--- config.mk ---
export PLATFORM = sky130hd
export DESIGN_NAME = box_avg_filter
export DESIGN_NICKNAME = d
export VERILOG_FILES = /design/src/rtl/box_avg_filter.sv
export SDC_FILE = /design/constraint.sdc
export NUM_CORES = 1
export LEC_CHECK = 0
export CAP_MARGIN = 20
export CELL_PAD_IN_SITES_DETAIL_PLACEMENT = 0
export CELL_PAD_IN_SITES_GLOBAL_PLACEMENT = 1
export CORE_MARGIN = 3
export CORE_UTILIZATION = 49
export DETAILED_ROUTE_END_ITERATION = 10
export HOLD_SLACK_MARGIN = 0.12
export PLACE_DENSITY = 0.79
export SLEW_MARGIN = 40
export SYNTH_ARGS = -nofsm -noshare
export SYNTH_HDL_FRONTEND = slang
export SYNTH_SLANG_ARGS = --single-unit
--- constraint.sdc ---
create_clock -name clk -period 6.02 [get_ports clk]
set_input_delay 1.204 -clock clk [delete_from_list [all_inputs] [get_ports clk]]
set_output_delay 1.204 -clock clk [all_outputs]
set_load 0.1 [all_outputs]
--- src/rtl/box_avg_filter.sv ---
// Streaming boxcar (moving-average) filter over the last 2**LOG2_LEN signed samples.
// Emits running_sum >>> LOG2_LEN one cycle after each accepted sample.
//
// Ports:
//   clk, rst_n        clock (rising edge), asynchronous active-low reset
//   clear             synchronous flush of window, sum, count and pending output
//   in_valid/in_ready input handshake; in_data is the signed sample
//   out_valid/out_ready output handshake; out_data is the signed window mean
//   primed            window holds 2**LOG2_LEN real samples
module box_avg_filter #(
   parameter int DATA_W   = 22,
   parameter int LOG2_LEN = 4
) (
   input  logic                     clk,
   input  logic                     rst_n,
   input  logic                     clear,
   input  logic                     in_valid,
   output logic                     in_ready,
   input  logic signed [DATA_W-1:0] in_data,
   output logic                     out_valid,
   input  logic                     out_ready,
   output logic signed [DATA_W-1:0] out_data,
   output logic                     primed
);

   localparam int LEN   = 1 << LOG2_LEN;
   localparam int SUM_W = DATA_W + LOG2_LEN;
   localparam int CNT_W = LOG2_LEN + 1;

   localparam logic [0:0] S_FILL = 1'b0;
   localparam logic [0:0] S_RUN  = 1'b1;

   logic signed [DATA_W-1:0] r_buf [LEN];
   logic [LOG2_LEN-1:0]      r_wp;
   logic signed [SUM_W-1:0]  r_sum;
   logic [CNT_W-1:0]         r_cnt;
   logic [0:0]               r_state;
   logic                     r_out_valid;
   logic signed [DATA_W-1:0] r_out_data;

   logic                     w_accept;
   logic signed [DATA_W-1:0] w_old;
   logic signed [SUM_W-1:0]  w_in_ext;
   logic signed [SUM_W-1:0]  w_old_ext;
   logic signed [SUM_W-1:0]  w_sum_nxt;

   assign in_ready  = ~r_out_valid | out_ready;
   assign out_valid = r_out_valid;
   assign out_data  = r_out_data;
   assign primed    = (r_state == S_RUN);

   // clear wins over acceptance, so the sample offered with it is dropped
   assign w_accept  = in_valid & in_ready & ~clear;
   assign w_old     = r_buf[r_wp];
   assign w_in_ext  = {{LOG2_LEN{in_data[DATA_W-1]}}, in_data};
   assign w_old_ext = {{LOG2_LEN{w_old[DATA_W-1]}}, w_old};
   assign w_sum_nxt = r_sum + w_in_ext - w_old_ext;

   always_ff @(posedge clk or negedge rst_n) begin
      if (!rst_n) begin
         for (int i = 0; i < LEN; i++) r_buf[i] <= '0;
         r_wp        <= '0;
         r_sum       <= '0;
         r_cnt       <= '0;
         r_state     <= S_FILL;
         r_out_valid <= 1'b0;
         r_out_data  <= '0;
      end else if (clear) begin
         for (int i = 0; i < LEN; i++) r_buf[i] <= '0;
         r_wp        <= '0;
         r_sum       <= '0;
         r_cnt       <= '0;
         r_state     <= S_FILL;
         r_out_valid <= 1'b0;
         r_out_data  <= '0;
      end else if (w_accept) begin
         r_buf[r_wp] <= in_data;
         r_wp        <= r_wp + LOG2_LEN'(1);
         r_sum       <= w_sum_nxt;
         r_out_valid <= 1'b1;
         // upper DATA_W bits of the sum are exactly sum >>> LOG2_LEN
         r_out_data  <= w_sum_nxt[SUM_W-1:LOG2_LEN];
         if (r_state == S_FILL) begin
            r_cnt <= r_cnt + CNT_W'(1);
            if (r_cnt == CNT_W'(LEN - 1)) r_state <= S_RUN;
         end
      end else if (r_out_valid & out_ready) begin
         r_out_valid <= 1'b0;
      end
   end

endmodule

==> results.sh <==
export IMPL_synth_top_area_share_pct=47.4
export IMPL_port_buffers=51
export IMPL_timing_max_slew_rel_slack_pct=44.5
export IMPL_numCtsBuffers=44
export IMPL_path_cells="buf_12 -> mux4_2 -> mux4_2 -> fa_1 -> inv_1 -> ha_1 -> a21o_2 -> a21oi_1 -> a21oi_2 -> nor3_2 -> o31ai_4 -> a31oi_1 -> a211oi_2 -> mux2_1"
export IMPL_cts_sinks=389
export IMPL_crit_cells=14
export IMPL_num_vias=16534
export IMPL_setup_viol=0
export IMPL_syn_nets=2298
export IMPL_crit_required_ps=6480
export IMPL_drc=0
export IMPL_wl_per_cell_um=24.3
export IMPL_clkLatencyLatePin_ps=580
export IMPL_ctsResizeCount=0
export IMPL_area_delta_synth_final_pct=13.5
export IMPL_crit_slowest_cell="dfrtp_4"
export IMPL_leakage_nw=9.67
export IMPL_grtUsageTotal_pct=30.4
export IMPL_final_hold_viol_count=0
export IMPL_stdcell_area_um2=23300
export IMPL_fin_ws_ps=809
export IMPL_critPathLaunchType="flip-flop"
export IMPL_dr_pass1_iters=5
export IMPL_outcome="finished, final reports clean"
export IMPL_ys_seq_area_share_pct=47.4
export IMPL_drv_cap=0
export IMPL_post_route_min_period_ps=5210
export IMPL_post_dp_hpwl_mm=41.9
export IMPL_skew_ps=24.0
export IMPL_end_kind="flip-flop"
export IMPL_clockRootBuffer="clkbuf_16"
export IMPL_cts_path_max_buffers=3
export IMPL_async_flop_share_pct=100
export IMPL_die_height_um=211
export IMPL_path_delay_family="multiplexers"
export IMPL_finalMaxSlewViolations=0
export IMPL_ant_nets=0
export IMPL_htree_num_levels=2
export IMPL_grt_max_degree=160
export IMPL_clk_pin_slew_ps=70
export IMPL_rrSetupSlack_ps=810
export IMPL_core_area_um2=41100
export IMPL_synth_seq_cells=389
export IMPL_rsz0062_at_grt="no"
export IMPL_synth_flop_cell="dfrtp_1"
export IMPL_yosys_top_cells_area="dfrtp_1 47%, nand2_1 14%, mux4_2 12%"
export IMPL_hold_path_class="input pin to async pin"
export IMPL_fp_row_count=74
export IMPL_dp_cells=2652
export IMPL_critPathKind="flip-flop to flip-flop"
export IMPL_ctsHoldBuffers=0
export IMPL_synth_cells=2213
export IMPL_cts_setup_buffers=0
export IMPL_synth_commonest_cells="750 x nand2_1, 399 x a21oi_1, 389 x dfrtp_1"
export IMPL_grt_pass1_vias=16162
export IMPL_die_area_um2=44400
export IMPL_die_x_um=211
export IMPL_fin_crit_sh_pct=86.6
export IMPL_yosysMostFrequentCell="nand2_1"
export IMPL_start_util_pct=50.0
export IMPL_arrival_ps=5670
export IMPL_grt_overflow=0
export IMPL_cp_startpoint="r_wp[0]"
export IMPL_worstMarginPinSlew_ps=828
export IMPL_fin_setup_tns_ps=0
export IMPL_place_area_um2=21700
export IMPL_synth_top_cell_by_area="dfrtp_1"
export IMPL_avgSynthCellArea_um2=9.29
export IMPL_synth_edf_count=0
export IMPL_r2r_end="r_sum[25]"
export IMPL_nNetsFinal=2253
export IMPL_routed_wl_mm=66.7
export IMPL_antenna_found_initial=9
export IMPL_final_core_util_pct=56.7
export IMPL_ys_types=55
export IMPL_floorplan_io_pins=52
export IMPL_cts_tree="yes"
export IMPL_place_ws_ps=862
export IMPL_layout_cells_non_filler=2740
export IMPL_yosysWarnings=0
export IMPL_drive_gt1_share_pct=14.8
export IMPL_cp_common_cell="mux4_2"
export IMPL_endpoint="r_sum[25]"
export IMPL_grt_pass1_wl_mm=101
export IMPL_ir_worst_vdd_mv=0.278
export IMPL_r2r_start="r_wp[0]"
export IMPL_place_congestion=0.863
export IMPL_drt_initial_drc_count=2034
export IMPL_syn_area_um2=20500
export IMPL_slowest_delay_ps=830
export IMPL_fmax_mhz=192
export IMPL_power_density_nw_per_um2=342
export IMPL_crit_buf_inv=2
export IMPL_path_max_fanout=24
export IMPL_reg2reg_depth=14
export IMPL_post_drt_via_cell_ratio=6.03
==> metal layers <==
| layer | wire (um) | vias up | global-route usage, % |
|---|---|---|---|
| met1 | 26700 | 8307 | 42.9 |
| met3 | 6200 | 149 | 5.26 |
| met2 | 31000 | 820 | 46.7 |
| li1 | - | 7258 | - |
| met5 | 0 | - | 0 |
| met4 | 2790 | 0 | 13.4 |
==> report_power, final <==
group	total (W)	leakage (nW)	switching (W)	internal [W]
Sequential	0.00281	5.39	0.000114	0.00270
Clock	0.00285	0.748	0.00113	0.00173
Combinational	0.00232	3.53	0.00156	0.000761
Total	0.00799	9.67	0.00280	0.00519
==> worst min path at each step <==
stage,end,slack (ps),startpoint
2_1_floorplan,r_sum[2],480,r_sum[2]
3_3_place_gp,r_sum[2],500,r_sum[2]
3_5_place_dp,r_buf[305],510,r_buf[305]
4_1_cts,r_buf[278],520,r_buf[278]
5_1_grt,r_buf[237],480,rst_n
6_report,r_buf[237],470,rst_n
==> worst register-to-register path, stage by stage (launching register included) <==
cell and delay (ps):
dfrtp_4 830, buf_12 360, mux4_2 550, mux4_2 530, fa_1 500, inv_1 40, ha_1 340, a21o_2 210
a21oi_1 390, a21oi_2 100, nor3_2 480, o31ai_4 150, a31oi_1 230, a211oi_2 60, mux2_1 330
==> registers in the layout, indices dropped and copies added, names as in the netlist <==
| name | count |
|---|---|
| r_buf | 352 |
| r_cnt | 5 |
| r_wp | 4 |
| primed | 1 |
| out_valid | 1 |
| r_sum | 26 |
==> logic make-up after synthesis <==
| logic type | synth area share (%) |
|---|---|
| AND/OR/NAND/NOR | 16.1 |
| flip-flops | 47.4 |
| multiplexers | 12.1 |
| adder cells (fa/ha/maj) | 4.45 |
| buffers and inverters | 6.64 |
| AO/OA/AOI/OAI | 12.3 |
| XOR/XNOR | 1.11 |
==> metrics by stage <==
| step | hold slack, ps | power, W |
|---|---|---|
| floorplan | 483 | 0.00470 |
| global placement | 504 | 0.00518 |
| detailed placement | 511 | 0.00514 |
| CTS | 520 | 0.00800 |
| global route | 479 | 0.00833 |
| finish | 474 | 0.00799 |
==> final cells by class <==
class                           count  area (um^2)
Clock buffer                       62         1270
Multi-Input combinational cell   1505         9660
Fill cell                        3631        17800
Timing Repair Buffer              124         1320
Clock inverter                     17          249
Sequential cell                   389         9750
Tap cell                          532          666
Antenna cell                        7         17.5
Inverter                          104          390
==> cell usage in the layout (no fill, tap or decap), drive strengths merged, types with 2 or more instances in the layout <==
| master | synthesis | routed |
|---|---|---|
| a21oi | 400 | 400 |
| nor2b | 7 | 7 |
| nor3 | 8 | 8 |
| buf | 38 | 100 |
| xnor2 | 15 | 15 |
| a21o | 16 | 16 |
| dfrtp | 389 | 389 |
| o31ai | 3 | 3 |
| o211ai | 3 | 3 |
| clkinv | 0 | 8 |
| bufinv | 0 | 6 |
| diode | 0 | 7 |
| xor2 | 11 | 11 |
| nor2 | 38 | 38 |
| mux4 | 110 | 110 |
| inv | 104 | 106 |
| fa | 25 | 25 |
| a41oi | 2 | 2 |
| nand2 | 751 | 751 |
| clkbuf | 176 | 62 |
| o21a | 2 | 2 |
| a31oi | 4 | 4 |
| nand2b | 4 | 4 |
| a22o | 6 | 6 |
| o21ai | 11 | 11 |
| clkdlybuf4s50 | 0 | 24 |
| a211oi | 8 | 8 |
| or4 | 2 | 2 |
| and2 | 2 | 2 |
| o31a | 2 | 2 |
| nand4 | 10 | 10 |
| o21bai | 4 | 4 |
| or3 | 2 | 2 |
| nand3 | 18 | 18 |
| ha | 33 | 33 |
No activity file was read; power rests on OpenSTA's default activity.
